===== src/rtl/merge_grant_arbiter.sv =====
// Packet-level two-input grant arbiter for one router output merge.
// Holds the grant for PKT_FLITS transfers, then hands priority to the other input.
module merge_grant_arbiter #(
  parameter int PKT_FLITS = 4,
  parameter int CNT_W     = 8
) (
  input  logic       CLK,
  input  logic       _RESET,
  input  logic [1:0] req_i,
  input  logic       flit_xfer_i,
  output logic [1:0] grant_o,
  output logic [1:0] done_o,
  output logic       busy_o,
  output logic       err_o
);

  // state   | meaning
  // IDLE    | no grant, sampling req_i
  // GRANT   | grant_o one-hot on own, counting flits
  // RELEASE | one-cycle bubble so the finished requester can drop req_i
  typedef enum logic [1:0] {IDLE, GRANT, RELEASE} state_t;

  localparam logic [CNT_W-1:0] LAST = CNT_W'(PKT_FLITS - 1);

  state_t           state;
  logic             prio;
  logic             own;
  logic [CNT_W-1:0] cnt;
  logic             pick;

  // A lone requester wins outright; a tie goes to the favoured input.
  assign pick = (req_i == 2'b11) ? prio : req_i[1];

  always_ff @(posedge CLK or negedge _RESET) begin
    if (!_RESET) begin
      state   <= IDLE;
      prio    <= 1'b0;
      own     <= 1'b0;
      cnt     <= '0;
      grant_o <= 2'b00;
      done_o  <= 2'b00;
      busy_o  <= 1'b0;
      err_o   <= 1'b0;
    end else begin
      done_o <= 2'b00;
      case (state)
        IDLE: begin
          if (flit_xfer_i) err_o <= 1'b1;
          if (req_i != 2'b00) begin
            own     <= pick;
            grant_o <= {pick, ~pick};
            busy_o  <= 1'b1;
            cnt     <= '0;
            state   <= GRANT;
          end
        end
        GRANT: begin
          if (!req_i[own]) err_o <= 1'b1;
          if (flit_xfer_i) begin
            if (cnt == LAST) begin
              done_o  <= {own, ~own};
              prio    <= ~own;
              grant_o <= 2'b00;
              busy_o  <= 1'b0;
              state   <= RELEASE;
            end else begin
              cnt <= cnt + 1'b1;
            end
          end
        end
        RELEASE: begin
          if (flit_xfer_i) err_o <= 1'b1;
          state <= IDLE;
        end
        default: begin
          grant_o <= 2'b00;
          busy_o  <= 1'b0;
          state   <= IDLE;
        end
      endcase
    end
  end

endmodule


===== config.mk =====
export PLATFORM = sky130hd
export DESIGN_NAME = merge_grant_arbiter
export DESIGN_NICKNAME = d
export VERILOG_FILES = /design/src/rtl/merge_grant_arbiter.sv
export SDC_FILE = /design/constraint.sdc
export NUM_CORES = 1
export LEC_CHECK = 0
export ABC_CLOCK_PERIOD_IN_PS = 2100
export CORE_UTILIZATION = 50
export CTS_CLUSTER_SIZE = 28
export DETAILED_ROUTE_END_ITERATION = 8
export DONT_BUFFER_PORTS = 1
export HOLD_SLACK_MARGIN = 0.12
export PLACE_DENSITY_LB_ADDON = 0.08
export SYNTH_ARGS = -nofsm -noshare
export SYNTH_HDL_FRONTEND = slang
export SYNTH_SLANG_ARGS = --single-unit

===== constraint.sdc =====
create_clock -name CLK -period 2.1 [get_ports CLK]
set_input_delay 0.42 -clock CLK [delete_from_list [all_inputs] [get_ports CLK]]
set_output_delay 0.42 -clock CLK [all_outputs]
set_load 0.005 [all_outputs]

==> flow_metrics.py, run 1 <==
metrics = {
    "detailed_routing": {
        "viasPerCell": 5.82,
        "detailedRoute.firstPassIterationCount": 4,
        "initialDrtViolationCount": 25,
        "drc": 0,
        "routed_wire_length_per_instance_um": 14.1,
        "antenna_violating_nets_post_route": 0,
        "wl_um": 1600,
        "detailroute.via_count": 664,
    },
    "place": {
        "io_buffer_count": 0,
        "pre_cts_slack_ns": 0.375,
        "place_congestion": 0.897,
        "post-place-cells": 109,
        "post_detail_place_hpwl_um": 1180,
    },
    "floorplanning": {
        "num_io_pins": 11,
        "design.die.area_mm2": 0.00201,
        "rows": 15,
        "die_y_um": 44.9,
        "start_util_pct": 53.3,
        "die_w_um": 44.9,
        "placeable_core_area_mm2": 0.00173,
    },
    "synthesis": {
        "syn_avg_cell_area_um2": 10.6,
        "instance_count_of_the_mapped_netlist": 87,
        "sequential_area_share_after_synthesis_pct": 49.0,
        "synth_nets": 93,
        "yosysWarnings": 0,
        "synth_cell_type_count": 33,
        "yosys_register_bits": 18,
        "mappedNetlistArea_um2": 920,
    },
    "timing": {
        "finalClockSkew_ns": 0.00363,
        "final-setup-viol-count": 0,
        "timing_worst_slew_pin_value_ns": 0.782,
        "final.setup.tns_ns": 0,
        "rsz0062_at_grt": "no",
        "finalMaxSlewViolations": 0,
        "count_of_endpoints_failing_hold_in_the_final_timing_report": 0,
        "final_period_minus_worst_setup_slack_ns": 1.73,
        "post-route-worst-setup-slack_ns": 0.375,
        "fmax_mhz": 580,
        "period_share_pct": 82.2,
        "max_slew_margin_pct": 47.7,
    },
    "hold_path": {
        "hold_path_end": "state[0]$_DFFE_PN0P_",
        "timing.hold.worst.class": "in -> reg",
        "hold_depth": 1,
        "timing.hold.worst.start": "flit_xfer_i",
    },
    "power_and_ir_drop": {
        "clock_power_share_pct": 20.5,
        "p_int_mw": 0.656,
        "worst_ir_drop_vdd_v": 0.000502,
        "share_of_total_power_consumed_by_net_switching_pct": 37.0,
        "power.share.sequential_pct": 51.7,
        "total_switching_power_mw": 0.385,
        "power.combinational.fraction_pct": 27.8,
        "p_per_area_mw_per_mm2": 1080,
        "leakagePower_nw": 0.461,
    },
    "setup_path": {
        "setup_cp_type": "reg -> reg",
        "critPathLaunchType": "flip-flop",
        "crit_required_ns": 2.29,
        "r2r_cells": 5,
        "crit_fanout": 10,
        "critPathLaunch": "cnt[0]$_DFFE_PN0P_",
        "r2r_setup_slack_ns": 0.37,
        "critical_path.endpoint_type": "flip-flop",
        "cp_data_arrival_time_ns": 1.91,
        "rr_startpoint": "cnt[0]$_DFFE_PN0P_",
        "reg_to_reg_endpoint": "cnt[7]$_DFFE_PN0P_",
    },
    "clock_tree": {
        "tritoncts_clock_tree": "done",
        "cts_max_path_buffers": 2,
        "clk_pin_slew_worst_paths_ns": 0.10,
        "ctsResizeCount": 0,
        "cts.sinks": 18,
        "number_of_buffers_added_by_the_clock_tree_synthesis_step": 3,
        "ctsRootBufferMaster": "sky130_fd_sc_hd__clkbuf_4",
        "h-tree-depth": 1,
        "clk_latency_ns": 0.29,
    },
    "status": {
        "status": "finished clean",
    },
    "global_route": {
        "grt_pass1_wl_um": 2590,
        "maximum_number_of_pins_on_one_net_before_global_route_repair": 19,
        "first_global_vias": 578,
        "total_routing_usage_reported_by_global_routing_pct": 18.1,
        "grt_antenna_before_repair": 0,
        "grt.overflow.total": 0,
    },
    "final_layout": {
        "syn2layout_area_growth_pct": 5.17,
        "layout.nets": 96,
        "antenna_cells": 0,
        "highest_count_cells_in_the_layout_ignoring_fill_and_taps": "sky130_fd_sc_hd__dfrtp_1 (18), sky130_fd_sc_hd__nand2_1 (9), sky130_fd_sc_hd__nor2_1 (7)",
        "finalCoreUtilization_pct": 56.0,
        "finish.cell_count_without_fillers": 114,
        "drive_above_1_share_pct": 10.1,
        "layout.cells.most_common": "sky130_fd_sc_hd__dfrtp_1",
    },
    "flow_run": {
        "maxCapViolCount": 0,
    },
}
-- Yosys cell counts --
cell type / n / share of area [%]
sky130_fd_sc_hd__ha_1: 1 / 1.4
sky130_fd_sc_hd__a21oi_1: 2 / 1.1
sky130_fd_sc_hd__and4b_1: 1 / 1.1
sky130_fd_sc_hd__o22ai_1: 3 / 2.0
sky130_fd_sc_hd__xor2_1: 2 / 1.9
sky130_fd_sc_hd__a2bb2oi_1: 1 / 0.95
sky130_fd_sc_hd__mux2i_1: 2 / 2.2
sky130_fd_sc_hd__nand3_2: 1 / 1.1
sky130_fd_sc_hd__o31ai_1: 1 / 0.82
sky130_fd_sc_hd__a31oi_1: 3 / 2.0
sky130_fd_sc_hd__and2_1: 1 / 0.68
sky130_fd_sc_hd__o41ai_2: 1 / 1.8
sky130_fd_sc_hd__nand2b_1: 2 / 1.4
sky130_fd_sc_hd__inv_1: 3 / 1.2
sky130_fd_sc_hd__buf_6: 2 / 2.4
sky130_fd_sc_hd__nor3_1: 1 / 0.54
sky130_fd_sc_hd__dfrtp_1: 18 / 49
sky130_fd_sc_hd__nor2_1: 7 / 2.9
sky130_fd_sc_hd__nand2_1: 9 / 3.7
sky130_fd_sc_hd__o21ai_0: 4 / 2.2
sky130_fd_sc_hd__nand3b_4: 1 / 2.2
sky130_fd_sc_hd__nand3_1: 6 / 3.3
sky130_fd_sc_hd__nor3_2: 1 / 1.1
sky130_fd_sc_hd__a31o_1: 1 / 0.95
sky130_fd_sc_hd__a221o_1: 2 / 2.2
sky130_fd_sc_hd__a21o_1: 1 / 0.82
sky130_fd_sc_hd__nor4_4: 1 / 2.3
sky130_fd_sc_hd__o211ai_1: 1 / 0.82
sky130_fd_sc_hd__nor2b_1: 1 / 0.68
sky130_fd_sc_hd__buf_4: 1 / 0.82
sky130_fd_sc_hd__a211o_1: 1 / 0.95
sky130_fd_sc_hd__and3_1: 3 / 2.0
sky130_fd_sc_hd__o21a_1: 2 / 1.6
-- logic make-up after synthesis --
kind of cell	share of synthesized area [%]
compound gates	18.2
xor+xnor	1.91
simple gates	22.9
buf+inv	4.49
mux	2.18
fa+ha+maj	1.36
flops	49.0
-- layout make-up --
type                            instances  area (µm²)
Sequential cell                        18         450
Inverter                                3        11.3
Fill cell                             154         759
Multi-Input combinational cell         63         428
Clock buffer                            4        36.3
Timing Repair Buffer                    1        10.0
Tap cell                               25        31.3
-- worst max path at each step --
| stage | endpoint | cells past startpoint |
|---|---|---|
| after floorplan | cnt[7]$_DFFE_PN0P_ | 5 |
| after global placement | cnt[7]$_DFFE_PN0P_ | 5 |
| after detailed placement | cnt[7]$_DFFE_PN0P_ | 5 |
| after CTS | cnt[7]$_DFFE_PN0P_ | 5 |
| after global routing | cnt[7]$_DFFE_PN0P_ | 5 |
| final | cnt[7]$_DFFE_PN0P_ | 5 |
-- routing by layer --
layer  share of wire (%)  global-route usage [%]
met1                  49                    26.0
met2                  46                    25.3
met3                 4.4                    4.40
met4                 1.2                    9.09
met5                   0                       0
-- flip-flops by register name, indices dropped and copies added (netlist names) --
signal,cells
done_o,2
prio,1
busy_o,1
own,1
err_o,1
cnt,8
state,2
grant_o,2
-- worst max-delay path: stages (launching register included) --
cell and delay [ns]:
sky130_fd_sc_hd__dfrtp_1 0.42, sky130_fd_sc_hd__ha_1 0.20, sky130_fd_sc_hd__nor2b_1 0.23, sky130_fd_sc_hd__a31o_1 0.43, sky130_fd_sc_hd__nor4_4 0.08, sky130_fd_sc_hd__a221o_1 0.26
-- timing repair --
action                    4_1_cts  5_1_grt
setup buffers                   0        0
hold buffers                    1        0
hold endpoints to repair       18        0
-- metrics by stage --
stage          hold WS, ns  cell area, µm²  power [mW]
6_report             0.194             967        1.04
5_1_grt              0.184             967        1.12
4_1_cts              0.187             967        1.05
3_5_place_dp         0.125             921       0.827
3_3_place_gp         0.125             921       0.817
2_1_floorplan        0.124             920       0.785
-- power groups by stage --
| stage | sequential [mW] | clock (mW) | combinational (mW) |
|---|---|---|---|
| after floorplan | 0.498 | 0 | 0.287 |
| after global placement | 0.543 | 0 | 0.274 |
| after detailed placement | 0.544 | 0 | 0.283 |
| after CTS | 0.537 | 0.221 | 0.293 |
| after global routing | 0.553 | 0.239 | 0.329 |
| final | 0.538 | 0.214 | 0.290 |
Power figures use the tool's default switching activity.
==> inputs of run 2 (changes only) <==
Settings changed: ABC_CLOCK_PERIOD_IN_PS 2100 to 1750.
Clock period 2.1 ns to 1.75 ns, I/O delays scaled along.
==> flow_metrics.py, run 2 (synthesis gave the netlist of run 1 again) <==
metrics = {
    "final_layout": {
        "regArea_um2": 450,
        "multiInputGateArea_um2": 428,
        "drive_above_1_share_pct": 14.7,
        "syn2layout_area_growth_pct": 10.6,
        "finish.cell_count_without_fillers": 120,
        "largest_register": "cnt",
        "largest_register_ff_count": 8,
        "finalCoreUtilization_pct": 58.9,
        "antenna_cells": 0,
        "layout.cells.most_common": "sky130_fd_sc_hd__dfrtp_1",
        "layout.filler_cells": 156,
        "layout.nets": 102,
        "highest_count_cells_in_the_layout_ignoring_fill_and_taps": "sky130_fd_sc_hd__dfrtp_1 (18), sky130_fd_sc_hd__nand2_1 (9), sky130_fd_sc_hd__nor2_1 (7)",
    },
    "global_route": {
        "maximum_number_of_pins_on_one_net_before_global_route_repair": 19,
        "first_global_vias": 643,
        "grt.overflow.total": 0,
        "grt_pass1_wl_um": 2830,
        "grt_antenna_before_repair": 0,
        "total_routing_usage_reported_by_global_routing_pct": 19.9,
    },
    "timing": {
        "rsz0062_at_grt": "no",
        "fmax_mhz": 596,
        "hold_ws_ns": 0.208,
        "final.setup.tns_ns": 0,
        "final-setup-viol-count": 0,
        "finalClockSkew_ns": 0.00553,
        "final_period_minus_worst_setup_slack_ns": 1.68,
        "count_of_endpoints_failing_hold_in_the_final_timing_report": 0,
        "timing_worst_slew_pin_value_ns": 0.780,
        "finalMaxSlewViolations": 0,
        "max_slew_margin_pct": 47.8,
        "period_share_pct": 95.9,
    },
    "power_and_ir_drop": {
        "fin_total_pwr_mw": 1.32,
        "leakagePower_nw": 0.490,
        "worst_ir_drop_vdd_v": 0.000593,
        "p_per_area_mw_per_mm2": 1300,
    },
    "hold_path": {
        "hold_depth": 1,
        "timing.hold.worst.start": "flit_xfer_i",
        "timing.hold.worst.class": "in -> reg",
    },
    "setup_path": {
        "critical_path.endpoint_type": "flip-flop",
        "cp.buffers_inverters": 0,
        "path_depth": 5,
        "timing.critical_path.cells": "ha_1 > nor2b_1 > a31oi_1 > nor2_1 > a211o_1",
        "critPathLaunchType": "flip-flop",
        "crit_required_ns": 1.95,
        "r2r_cells": 5,
        "setup_cp_type": "reg -> reg",
        "cp_data_arrival_time_ns": 1.88,
        "rr_startpoint": "cnt[1]$_DFFE_PN0P_",
        "critPathLaunch": "cnt[1]$_DFFE_PN0P_",
        "crit_slowest_cell": "sky130_fd_sc_hd__dfrtp_1",
        "r2r_setup_slack_ns": 0.07,
        "critical_path.max_stage_delay_ns": 0.44,
        "crit_fanout": 4,
        "cpLargestDelayFamily": "compound AO/OA/AOI/OAI gates",
    },
    "clock_tree": {
        "number_of_buffers_added_by_the_clock_tree_synthesis_step": 3,
        "clk_latency_ns": 0.30,
        "h-tree-depth": 1,
        "cts.sinks": 18,
        "ctsRootBufferMaster": "sky130_fd_sc_hd__clkbuf_4",
        "clk_pin_slew_worst_paths_ns": 0.11,
        "cts_max_path_buffers": 2,
        "tritoncts_clock_tree": "done",
    },
    "place": {
        "place_congestion": 0.915,
        "io_buffer_count": 0,
        "post_detail_place_hpwl_um": 1250,
        "post-place-cells": 113,
    },
    "floorplanning": {
        "rows": 15,
        "die_w_um": 44.9,
        "design.die.area_mm2": 0.00201,
        "num_io_pins": 11,
        "placeable_core_area_mm2": 0.00173,
        "die_y_um": 44.9,
        "start_util_pct": 53.3,
    },
    "detailed_routing": {
        "routed_wire_length_per_instance_um": 14.2,
        "drc": 0,
        "detailroute.via_count": 698,
        "antenna_violating_nets_post_route": 0,
        "wl_um": 1700,
        "initialDrtViolationCount": 13,
        "viasPerCell": 5.82,
        "detailedRoute.firstPassIterationCount": 4,
    },
    "status": {
        "status": "finished clean",
    },
    "flow_run": {
        "maxCapViolCount": 0,
    },
}
==> run 2: area by class of cell <==
type | instances | share of cell area, %
flip-flops and latches | 18 | 44.3
repair buffers | 7 | 5.90
inverters | 3 | 1.11
clock buffers | 4 | 3.57
multi-input cells | 63 | 42.1
well taps | 25 | 3.08
==> run 2: timing repair <==
item / in CTS / in global routing
buffers inserted: 0 / 0
hold buffers: 3 / 0
gates resized for setup: 0 / 1
setup endpoints to repair: 0 / 3
endpoints found under the hold margin: 20 / 0
==> run 2: power breakdown <==
part | total (mW) | switching [mW] | internal, mW
combinational | 0.432 | 0.245 | 0.188
clock | 0.268 | 0.141 | 0.127
sequential | 0.617 | 0.100 | 0.517
total | 1.32 | 0.486 | 0.832
==> run 2: final timing paths <==
kind                                               end
worst min-delay path                 err_o$_DFFE_PN0P_
worst max-delay path                cnt[5]$_DFFE_PN0P_
worst min register to register     done_o[0]$_DFF_PN0_
max in group asynchronous       grant_o[1]$_DFFE_PN0P_
worst max register to register      cnt[5]$_DFFE_PN0P_
min in group asynchronous           cnt[5]$_DFFE_PN0P_
==> run 2: metrics by stage <==
step           instance area (µm²)  worst slack [ns]
2_1_floorplan                  920             0.245
3_3_place_gp                   951             0.129
3_5_place_dp                   951            0.0803
4_1_cts                       1020            0.0608
5_1_grt                       1020            0.0242
6_report                      1020            0.0720
==> run 2: per-layer routing <==
| metal | vias up | track usage, % | wire (µm) |
|---|---|---|---|
| li1 | 335 | - | - |
| met1 | 346 | 28.0 | 809 |
| met2 | 15 | 28.2 | 793 |
| met3 | 2 | 6.40 | 74 |
| met4 | 0 | 8.48 | 23 |
| met5 | - | 0 | 0 |
==> variant, RTL diff (settings of run 2) <==
Encoding of `state_t`: now one-hot (3 bits for 3 states).
--- a/src/rtl/merge_grant_arbiter.sv
+++ b/src/rtl/merge_grant_arbiter.sv
@@ -18,7 +18,7 @@
   // IDLE    | no grant, sampling req_i
   // GRANT   | grant_o one-hot on own, counting flits
   // RELEASE | one-cycle bubble so the finished requester can drop req_i
-  typedef enum logic [1:0] {IDLE, GRANT, RELEASE} state_t;
+  typedef enum logic [2:0] {IDLE = 3'b001, GRANT = 3'b010, RELEASE = 3'b100} state_t;
 
   localparam logic [CNT_W-1:0] LAST = CNT_W'(PKT_FLITS - 1);
 
Formal check against the unedited RTL: no difference found for any inputs over 10 cycles, from zero or initial values and one cycle with _RESET low; not proved beyond that.
==> variant against run 2 <==
Sequential power up 7.9%; sequential cell count is 1 higher; first-iteration DRC count up 54%; area after synthesis up 6.8%; count of clock-buffer cells in the layout stayed put; final area up 4.3%; power increased by 0.43%; clock power is 16% lower; synthesized cell count is 15% higher; setup slack improved by 0.063 ns; wire length up 18%; critical path type unchanged; largest power group unchanged.
==> variant: results (changes against run 2) <==
status=finished, final reports clean; largest net degree at the start of global routing=20 (+1); gpl congestion=0.788 (-14%); Cell variety after synth=35 (+6.1%); syn nets=106 (+14%); via count=780 (+12%); root buffer cell=clkbuf_4; Arrival @ worst endpoint=1.85 ns (-0.03 ns); P_clk=0.000225 W (-16%); Clock Skew=0.000964 ns (-0.00457 ns); number of global-route vias before repair=735 (+14%); comb pwr=0.000431 W (about the same); Max VDD drop=0.000574 V (-3.1%); sequential fraction of the synthesis area=48.5% (-0.44 points); Area contributors post-synth=dfrtp_1 46%, nand3_1 4.6%, a31oi_1 4.5%; HPWL after DPL=1.40 mm (+12%); Slew @ Worst Pin=0.866 ns (+0.0861 ns); WHS Path Cells=2 (+1); drt initial violations=20 (+7); Lkg Pwr=0.440 nW (-10%); list of most frequent post-synthesis cells=18 x dfrtp_1, 9 x nand3_1, 7 x a31oi_1; cells on worst reg2reg path=4 (-1); first-pass GRT wire length=3.24 mm (+15%); DP Worst Slack=0.118 ns (+0.0377 ns); Tot GR Track Use=22.2% (+2.3 points)
variant: cell types whose count changed after synthesis, sizes merged, moves of 2 or more:
cell,change
o21ai,+3
nand2,-2
nor2b,+4
o22ai,-3
nand3,+2
a22oi,+2
and3,-3
a221o,-2
a21oi,+4
xor2,-2
a31oi,+4
o21a,-2
variant: cell families (layout without fill, tap and decap cells):
group                    count (synthesis)  count (layout)  share of synthesized area (%)
flip-flops                              19              19                           48.5
AND/OR/NAND/NOR                         41              41                           24.3
multiplexers                             2               2                           2.04
adder cells (fa/ha/maj)                  1               1                           1.27
AO/OA/AOI/OAI                           31              31                           20.6
buffers and inverters                    6              12                           3.18
variant: layer usage:
metal	wire length, µm	vias to the layer above	GRT usage [%]
met5	0	-	0
met4	22	0	14.1
met3	71	2	4.71
met2	991	23	33.3
met1	926	375	28.6
li1	-	380	-
variant: worst paths after layout:
check	from	endpoint	slack, ns
setup / recovery	state[0]	cnt[1]	0.13
hold / removal	req_i[1]	own	0.21
setup reg to reg	state[0]	cnt[1]	0.13
hold reg to reg	cnt[7]	cnt[7]	0.52
max in group asynchronous	_RESET	own	0.62
min in group asynchronous	_RESET	state[2]	0.60
variant: worst max-delay path, cell delays in order (launching register included):
cell,delay [ns]
dfstp_2,0.59
or3b_4,0.39
or2_4,0.27
nand2_4,0.12
mux2i_1,0.18
variant: cell type report:
cell class | count | area share [%]
multi-input combinational | 75 | 45.2
clock buffer | 4 | 2.48
timing repair buffer | 4 | 3.07
tap | 25 | 2.95
sequential | 19 | 44.9
inverter | 4 | 1.42
variant: metrics by stage:
step,std cells,power (W),instance area [µm²]
6_report,131,0.00132,1060
5_1_grt,131,0.00142,1060
4_1_cts,131,0.00133,1060
3_5_place_dp,126,0.00109,1020
3_3_place_gp,126,0.00108,1020
2_1_floorplan,100,0.000986,982
